**config.mk**
```make
export PLATFORM = sky130hd
export DESIGN_NAME = urv_writeback
export DESIGN_NICKNAME = d
export VERILOG_FILES = /design/src/rtl/urv_writeback_pkg.sv /design/src/rtl/urv_load_align.sv /design/src/rtl/urv_writeback.sv
export SDC_FILE = /design/constraint.sdc
export NUM_CORES = 1
export LEC_CHECK = 0
export CAP_MARGIN = 30
export CORE_MARGIN = 5
export CORE_UTILIZATION = 49
export DETAILED_ROUTE_END_ITERATION = 8
export PLACE_DENSITY_LB_ADDON = 0.15
export SETUP_SLACK_MARGIN = 0.5
export SKIP_CTS_REPAIR_TIMING = 1
export SYNTH_ARGS = -nofsm -noshare
export SYNTH_HDL_FRONTEND = slang
export SYNTH_HIERARCHICAL = 1
export SYNTH_SLANG_ARGS = --single-unit
export TNS_END_PERCENT = 5
```
**constraint.sdc**
```tcl
create_clock -name clk_i -period 7.4 [get_ports clk_i]
set_input_delay 1.48 -clock clk_i [delete_from_list [all_inputs] [get_ports clk_i]]
set_output_delay 1.48 -clock clk_i [all_outputs]
set_load 0.005 [all_outputs]
```
**src/rtl/urv_writeback_pkg.sv**
```systemverilog
// Shared definitions for the uRV writeback stage: FSM state encodings
// and the load funct3 codes understood by the load aligner.
package urv_writeback_pkg;

  typedef enum logic [1:0] {
    WB_IDLE   = 2'd0,
    WB_COMMIT = 2'd1,
    WB_LOAD   = 2'd2
  } wb_state_t;

  localparam logic [2:0] FUN_LB  = 3'b000;
  localparam logic [2:0] FUN_LH  = 3'b001;
  localparam logic [2:0] FUN_LW  = 3'b010;
  localparam logic [2:0] FUN_LBU = 3'b100;
  localparam logic [2:0] FUN_LHU = 3'b101;

endpackage

```
**src/rtl/urv_load_align.sv**
```systemverilog
// Combinational load aligner: picks the byte/halfword addressed by the
// low address bits, sign- or zero-extends it, and flags accesses that are
// not naturally aligned. Unknown funct3 codes behave as LW.
module urv_load_align
  import urv_writeback_pkg::*;
(
  input  logic [2:0]  fun,
  input  logic [1:0]  addr,
  input  logic [31:0] data,
  output logic [31:0] result,
  output logic        misaligned
);

  logic [7:0]  byte_sel;
  logic [15:0] half_sel;

  // Lane selection, extension and alignment check.
  always_comb begin
    byte_sel   = data[7:0];
    half_sel   = addr[1] ? data[31:16] : data[15:0];
    result     = data;
    misaligned = 1'b0;

    case (addr)
      2'd0:    byte_sel = data[7:0];
      2'd1:    byte_sel = data[15:8];
      2'd2:    byte_sel = data[23:16];
      default: byte_sel = data[31:24];
    endcase

    case (fun)
      FUN_LB:  result = {{24{byte_sel[7]}}, byte_sel};
      FUN_LBU: result = {24'h000000, byte_sel};
      FUN_LH: begin
        result     = {{16{half_sel[15]}}, half_sel};
        misaligned = addr[0];
      end
      FUN_LHU: begin
        result     = {16'h0000, half_sel};
        misaligned = addr[0];
      end
      default: begin
        result     = data;
        misaligned = (addr != 2'b00);
      end
    endcase
  end

endmodule

```
**src/rtl/urv_writeback.sv**
```systemverilog
// uRV writeback stage. Holds one completed execute op, waits for load data
// when needed, drives the register-file write port and the execute bypass,
// and counts retired instructions.
// Optional build macro URV_WB_MISALIGN_TRAP_EN: misaligned LH/LHU/LW loads
// pulse w_misaligned_o, are not written and are not retired.
module urv_writeback
  import urv_writeback_pkg::*;
(
  input  logic        clk_i,
  input  logic        rst_i,
  input  logic        x_valid_i,
  input  logic [4:0]  x_rd_i,
  input  logic [31:0] x_rd_value_i,
  input  logic        x_rd_write_i,
  input  logic        x_load_i,
  input  logic [2:0]  x_fun_i,
  input  logic [1:0]  x_dm_addr_i,
  input  logic [31:0] dm_data_l_i,
  input  logic        dm_load_done_i,
  output logic        w_stall_o,
  output logic [4:0]  w_rd_o,
  output logic [31:0] w_rd_value_o,
  output logic        w_rd_store_o,
  output logic        w_bypass_rd_write_o,
  output logic [31:0] w_bypass_rd_value_o,
  output logic [63:0] w_instret_o,
  output logic        w_misaligned_o
);

  wb_state_t   state;
  logic [4:0]  rd_p0;
  logic [31:0] val_p0;
  logic        wr_p0;
  logic [2:0]  fun_p0;
  logic [1:0]  addr_p0;

  logic [31:0] load_value;
  logic        load_mis;
  logic        load_done;
  logic        trap;
  logic        load_ok;
  logic        commit;
  logic        retire;

  urv_load_align u_align (
    .fun        (fun_p0),
    .addr       (addr_p0),
    .data       (dm_data_l_i),
    .result     (load_value),
    .misaligned (load_mis)
  );

  // Completion terms are masked during reset so a pending load cannot write.
  assign load_done = (state == WB_LOAD) & dm_load_done_i & ~rst_i;
  assign commit    = (state == WB_COMMIT) & ~rst_i;

`ifdef URV_WB_MISALIGN_TRAP_EN
  assign trap = load_done & load_mis;
`else
  logic unused_load_mis;
  assign unused_load_mis = load_mis;
  assign trap            = 1'b0;
`endif

  assign load_ok = load_done & ~trap;
  assign retire  = commit | load_ok;

  assign w_stall_o           = (state == WB_LOAD) & ~dm_load_done_i & ~rst_i;
  assign w_rd_o              = rd_p0;
  assign w_rd_value_o        = (state == WB_LOAD) ? load_value : val_p0;
  assign w_rd_store_o        = retire & wr_p0 & (rd_p0 != 5'd0);
  assign w_bypass_rd_write_o = w_rd_store_o;
  assign w_bypass_rd_value_o = w_rd_value_o;
  assign w_misaligned_o      = trap;

  // FSM and held control/result fields; capture whenever the stage is not stalled.
  always_ff @(posedge clk_i) begin
    if (rst_i) begin
      state  <= WB_IDLE;
      rd_p0  <= 5'd0;
      val_p0 <= 32'd0;
      wr_p0  <= 1'b0;
    end else if (!w_stall_o) begin
      rd_p0  <= x_rd_i;
      val_p0 <= x_rd_value_i;
      wr_p0  <= x_rd_write_i;
      if (!x_valid_i)
        state <= WB_IDLE;
      else if (x_load_i)
        state <= WB_LOAD;
      else
        state <= WB_COMMIT;
    end
  end

  // Load decode fields only matter in WB_LOAD, so they carry no reset.
  always_ff @(posedge clk_i) begin
    if (!w_stall_o) begin
      fun_p0  <= x_fun_i;
      addr_p0 <= x_dm_addr_i;
    end
  end

  // Retired-instruction counter, wraps modulo 2^64.
  always_ff @(posedge clk_i) begin
    if (rst_i)
      w_instret_o <= 64'd0;
    else if (retire)
      w_instret_o <= w_instret_o + 64'd1;
  end

endmodule

```
* After elaboration in Yosys (flattened, before gate mapping)
Cells that the tools add are included.
Storage, ports and cells: output and inout port bits 137, logic and storage cells 34, bits of input ports 80, bits in registers 109
Cells by class: reductions and logical operators 3, bitwise operators 10, equal/unequal tests 7, muxes and demuxes 6, $add $sub $neg 1
Operators with widths (count):
- one-hot mux 32 bit (4 select lines) | 1
- adder 64 x 1 -> 64 bit (second input constant) | 1
- 2-to-1 mux 32 bit | 1
- one-hot mux 8 bit (3 select lines) | 1
- 2-to-1 mux 16 bit | 1
- AND 1 bit | 7
- == test 3 bit (second input constant) | 2
- nonzero test 5 bit | 1
- == test 2 x 1 -> 1 bit (second input constant) | 2
- == test 2 bit (second input constant) | 2
- 2-to-1 mux 2 bit | 2
- == test 3 x 1 -> 1 bit (second input constant) | 1
- logical NOT 3 bit | 1
- logical NOT 2 bit | 1
- NOT 1 bit | 2
- OR 1 bit | 1

* Longest topological paths before layout
Gate-level depths: netlist of the first run.
depth after elaboration 6, depth in mapped cells 8, gate-level depth less buffers 6

* Hierarchy
Netlist of the first run, hierarchy kept.
By module, submodules not included:
- urv_writeback | cells each 642, times used 1, seq. area each 2232.1 µm², area each 5363.9 µm²
- urv_load_align | cells each 107, times used 1, seq. area each 0.0 µm², area each 799.5 µm²

* Least setup slack after synthesis of the first run
Ideal clock, no wire load.
path kind input to output, from input port dm_data_l_i[31], to output port w_rd_value_o[10], stages 6, setup slack 3.006 ns, path buffers 2, data arrival time 2.914 ns, cell sequence mux4_2 -> and2_4 -> buf_6 -> a221o_1 -> mux2_2 -> buf_4
Between the ends: longest elaborated chain between the ends 3
RTL lines:
- start: declaration | RTL line urv_writeback.sv:18 | input logic [31:0] dm_data_l_i,
- one-hot mux 8 bit (3 select lines) | RTL line urv_load_align.sv:24 | case (addr)
- one-hot mux 32 bit (4 select lines) | RTL line urv_load_align.sv:31 | case (fun)
- net load_value[10] | RTL line urv_writeback.sv:37 | logic [31:0] load_value;
- 2-to-1 mux 32 bit | RTL line urv_writeback.sv:70 | assign w_rd_value_o = (state == WB_LOAD) ? load_value : val_p0;
- end: declaration | RTL line urv_writeback.sv:22 | output logic [31:0] w_rd_value_o,
The timed path passes the listed nets, and every way through them passes these cells.

* Worst setup path in the final report of the first run
from input port dm_data_l_i[31], to output port w_bypass_rd_value_o[17]
Between the ends: longest elaborated chain between the ends 3, elaborated cells between the ends (all ways) 4, those cells by class mux: 4
RTL lines:
- one-hot mux 8 bit (3 select lines) / 2-to-1 mux 16 bit (equally long branches) | RTL line urv_load_align.sv:24, urv_load_align.sv:20
- one-hot mux 32 bit (4 select lines) * | RTL line urv_load_align.sv:31
- net load_value[17] | RTL line urv_writeback.sv:37
- 2-to-1 mux 32 bit * | RTL line urv_writeback.sv:70
- end: declaration | RTL line urv_writeback.sv:25 | output logic [31:0] w_bypass_rd_value_o,
Mark *: on every way through the listed nets, which the timed path passes. The rest lies on a longest branch.

==> run metrics, run 1 <==
first-pass GRT wire length 32600 microns; DRT antenna net count 0; final worst setup slack approximately 2 ns; IO Pins about 220; critical path cell sequence clkdlybuf4s50_1, mux4_2, a22oi_4, o21ai_0, mux2_2, clkdlybuf4s50_1; clock-pin transition on the worst setup and hold timing paths 0.07 ns; final wirelength ~21000 microns; LEAKAGE ~3 nW; total negative slack 0 ns; hold_ws approximately 0.45 ns; initial antenna violation count 1; First DRT Iteration DRCs 446; Max Clk Rate 0.185 GHz; Final Cycle Share between 70 and 80%; Fin. Hold Viols 0; Slew Viols, Final 0; Crit Path Max Fanout 16; layout cells sized above 1 about 6.9%; Avg Cell Area, Syn roughly 8.2 sq um; part of the power in registers 46.8%; maximum VDD drop 153 uV; routed vias approximately 6300; Die H around 120 microns; endpoints failing setup 0; Num CTS Buffers 9; pre-CTS WS 2.06 ns; die width 122 microns; CP required just under 6 ns; nets approximately 980; placed insts around 1100; # diodes 0; status finished clean; vias per cell 5.85; Tmin final 5.40 ns; Layout Utilization 67.3%; CTS H-tree lvls 3; drt drc 0; CP max-delay cell mux4_2; nature of the critical path startpoint primary input; DIE AREA 14900 sq um; design area roughly 8400 sq um; cell area after synthesis 6150 sq um; Cell Area, Placed 8110 sq um; Clock Skew around 0.0087 ns; Int Pwr slightly above 1 mW; row cnt between 40 and 50; initial core utilization roughly half; total global-route track usage roughly 28%; Core Box Area ~12000 sq um; clk buf depth 2; largest delay contributor family on the critical path buffers and inverters; Comb pwr share 17.3%; critical path's most frequent cell clkdlybuf4s50_1; DR pass1 iterations 5; crit path kind in2out; Synthesized Nets between 800 and 900; RSZ-0062 raised after global routing false; Worst Setup End Kind primary output; clock latency reported for the late side of the worst-skew pair approximately 0.35 ns; largest net degree at the start of global routing 64; Crit path largest cell delay ~0.57 ns; Clock Power Share between 30% and 40%; Final Wtd Congestion 0.926; YS warnings 6; area grow syn2layout 36.5%; gr ovfl total 0; clock root buffer clkbuf_16; HPWL after detailed placement ~16000 microns; Worst Path Buf+Inv 2; switching share of power 24.0%; Slew HR 31.2%; slew at the pin with the worst max-slew slack just over 1 ns; final non-filler cell total between 1000 and 1500; Power, Total between 1 and 1.5 mW; max cap viols 0; Sink Count around 110; worst min-delay path class reg2reg; I/O Buffers between 200 and 250; Mapped Cells between 700 and 800; Routed wire per std cell 19.8 microns; critical path arrival about 4 ns; CTS tree yes; Pwr Density 158 nW/um^2; vias in the first global route about 5800; switching power between 0.3 and 0.4 mW
[final timing paths]
check	start	endpoint	slack, ns	depth (start not counted)
max	dm_data_l_i[31]	w_bypass_rd_value_o[17]	2.00	6
min	val_p0[11]	val_p0[11]	0.45	2
max reg2reg	w_instret_o[15]	w_instret_o[38]	4.32	5
min reg2reg	val_p0[11]	val_p0[11]	0.45	2
[final cells by class]
cell class | instances | area [sq um]
fill | 1040 | 4070
multi-input combinational | 544 | 3410
sequential | 109 | 2230
timing repair buffer | 221 | 2190
clock buffer | 12 | 246
tap | 172 | 215
inverter | 16 | 60.1
clock inverter | 2 | 35.0
[placed cells by master, fill, tap and decap left out, drive strengths merged, types with 9 or more instances in the layout]
| master | n |
|---|---|
| a21oi | 80 |
| and3 | 9 |
| clkbuf | 12 |
| clkdlybuf4s50 | 214 |
| dfxtp | 104 |
| inv | 16 |
| mux2 | 34 |
| nand2 | 122 |
| nand3 | 23 |
| nand4 | 27 |
| nor2 | 46 |
| nor4 | 15 |
| o21ai | 27 |
| o31ai | 12 |
| or3 | 20 |
| or4 | 16 |
| xnor2 | 15 |
| xor2 | 16 |
[power groups by stage]
| stage | logic [mW] | clock network [mW] | registers [mW] |
|---|---|---|---|
| 2_1_floorplan | 0.119 | 0 | 0.627 |
| 3_3_place_gp | 0.227 | 0 | 0.635 |
| 3_5_place_dp | 0.228 | 0 | 0.636 |
| 4_1_cts | 0.230 | 0.486 | 0.623 |
| 5_1_grt | 0.244 | 0.506 | 0.624 |
| 6_report | 0.230 | 0.478 | 0.623 |
[metal layers]
metal | share of wire, % | GRT usage (%) | up-vias
met2 | 48 | 47.0 | 293
met3 | 8.5 | 7.29 | 34
met5 | 0.061 | 0 | -
met4 | 2.1 | 8.26 | 2
li1 | - | - | 2977
met1 | 41 | 35.3 | 2988
[flip-flops by register name, summed over array words and instances (netlist names)]
| signal | count |
|---|---|
| wr_p0 | 1 |
| w_instret_o | 64 |
| val_p0 | 32 |
| addr_p0 | 2 |
| state | 2 |
| fun_p0 | 3 |
| w_rd_o | 5 |
[worst register-to-register path, stage by stage, from the launching register on]
cell and delay, ns:
dfxtp_1 0.49, nand3_1 0.16, nor4_1 0.89, nand3_1 0.63, or4_1 0.67, a21oi_1 0.16
Note: power is estimated with default switching activity, not from simulation.
==> run 2: changes to the inputs <==
Settings changed: CORE_UTILIZATION 49 to 46.
Clock period 7.4 ns to 5.11 ns, I/O delays scaled along.
==> run metrics, run 2 (same netlist as run 1, synthesis figures left out) <==
layout cells sized above 1 just over 7%; CP startpoint dm_data_l_i[31]; final wirelength about 21000 microns; most flop-heavy register w_instret_o; Pwr Density around 240 nW/um^2; reg2reg end w_instret_o[54]; most common cell after layout, fill and taps aside clkdlybuf4s50_1; Crit Path Max Fanout 16; Num CTS Buffers 9; area grow syn2layout 37.1%; Tmin final approximately 4.4 ns; row cnt 42; RR Startpoint w_instret_o[0]; number of flip-flops under the largest register name 64; nature of the critical path startpoint primary input; vias in the first global route between 5000 and 6000; LEAKAGE roughly 3.0 nW; HPWL after detailed placement 15600 microns; Final Cycle Share slightly below 90%; DIE AREA ~16000 sq um; nets just under 1000; clock root buffer clkbuf_16; RSZ-0062 raised after global routing false; clk buf depth 2; total global-route track usage 25.9%; Slew Viols, Final 0; drt drc 0; final worst setup slack 0.681 ns; initial antenna violation count 0; Sink Count ~110; most frequent cells in the layout clkdlybuf4s50_1, nand2_1, dfxtp_1, a21oi_1, nor2_1; Hold Path Origin val_p0[2]; Worst R2R Setup Slack approximately 2.1 ns; Clock Skew about 0.0076 ns; area of the multi-input gates 3410 sq um; clock latency reported for the late side of the worst-skew pair about 0.36 ns; total negative slack 0 ns; slew at the pin with the worst max-slew slack around 0.9 ns; # diodes 0; first-pass GRT wire length roughly 33000 microns; Routed wire per std cell ~19 microns; R2R depth 6; gr ovfl total 0; pre-CTS WS 0.710 ns; crit path kind in2out; largest net degree at the start of global routing between 60 and 70; Core Box Area ~13000 sq um; Final Wtd Congestion 0.965; Fin. Hold Viols 0; vias per cell slightly below 6; design area roughly 8400 sq um; endpoints failing setup 0; clock-pin transition on the worst setup and hold timing paths roughly 0.07 ns; IO Pins ~220; First DRT Iteration DRCs 482; WHS Path Cells 2; I/O Buffers about 220; worst min-delay path class reg2reg; max cap viols 0; Fill cells 1146; critical path arrival 3.41 ns; placed insts 1066; WHS Endpoint val_p0[2]; status finished clean; total area of sequential cells 2230 sq um; CP required 4.09 ns; Worst Setup End Kind primary output; final non-filler cell total about 1100; Slew HR approximately two fifths; CTS H-tree lvls 3; DR pass1 iterations 5; die width between 100 and 150 microns; maximum VDD drop 174 uV; Cell Area, Placed 8120 sq um; CTS tree yes; initial core utilization between 40% and 50%; DRT antenna net count 0; routed vias roughly 6300; Die H 126 microns; Max Clk Rate approximately 0.23 GHz
[run 2: worst max path at each step]
stage / to / slack (ns) / cells after the start
floorplan: w_rd_value_o[10] / 1.63 / 6
global placement: w_rd_value_o[19] / 0.75 / 6
detailed placement: w_rd_value_o[19] / 0.71 / 6
CTS: w_rd_value_o[19] / 0.70 / 6
global route: w_bypass_rd_value_o[19] / 0.58 / 6
finish: w_rd_value_o[19] / 0.68 / 6
[run 2: cell type report]
| cell class | count | share of cell area [%] |
|---|---|---|
| multi-input cells | 544 | 40.5 |
| flip-flops and latches | 109 | 26.5 |
| repair buffers | 221 | 26.0 |
| clock buffers | 10 | 2.71 |
| well taps | 176 | 2.61 |
| clock inverters | 6 | 1.02 |
| inverters | 16 | 0.712 |
[run 2: stage by stage]
| stage | util (%) | hold WS, ns | total power [mW] |
|---|---|---|---|
| after floorplan | - | 0.427 | 1.08 |
| after global placement | 61.6 | 0.436 | 1.25 |
| after detailed placement | 61.6 | 0.445 | 1.25 |
| after CTS | 63.9 | 0.456 | 2.00 |
| after global routing | 63.9 | 0.479 | 2.07 |
| final | 63.9 | 0.453 | 1.99 |
[run 2: power breakdown]
part / internal [mW] / switching [mW] / leakage, nW / total, mW
clock network: 0.429 / 0.329 / 0.149 / 0.758
logic: 0.198 / 0.132 / 1.93 / 0.330
registers: 0.878 / 0.0237 / 0.901 / 0.902
total: 1.51 / 0.484 / 2.98 / 1.99
[run 2: critical path: stages]
cell             delay (ns)
clkdlybuf4s50_1        0.46
mux4_2                 0.56
a22oi_4                0.41
o21ai_0                0.17
mux2_2                 0.33
clkdlybuf4s50_1        0.45
[run 2: layer usage]
| layer | vias to the layer above | part of all wire [%] | GRT usage (%) |
|---|---|---|---|
| li1 | 2973 | - | - |
| met1 | 2986 | 42 | 34.0 |
| met2 | 312 | 48 | 42.4 |
| met3 | 41 | 7.4 | 5.46 |
| met4 | 0 | 2.6 | 9.50 |
| met5 | - | 0 | 0 |
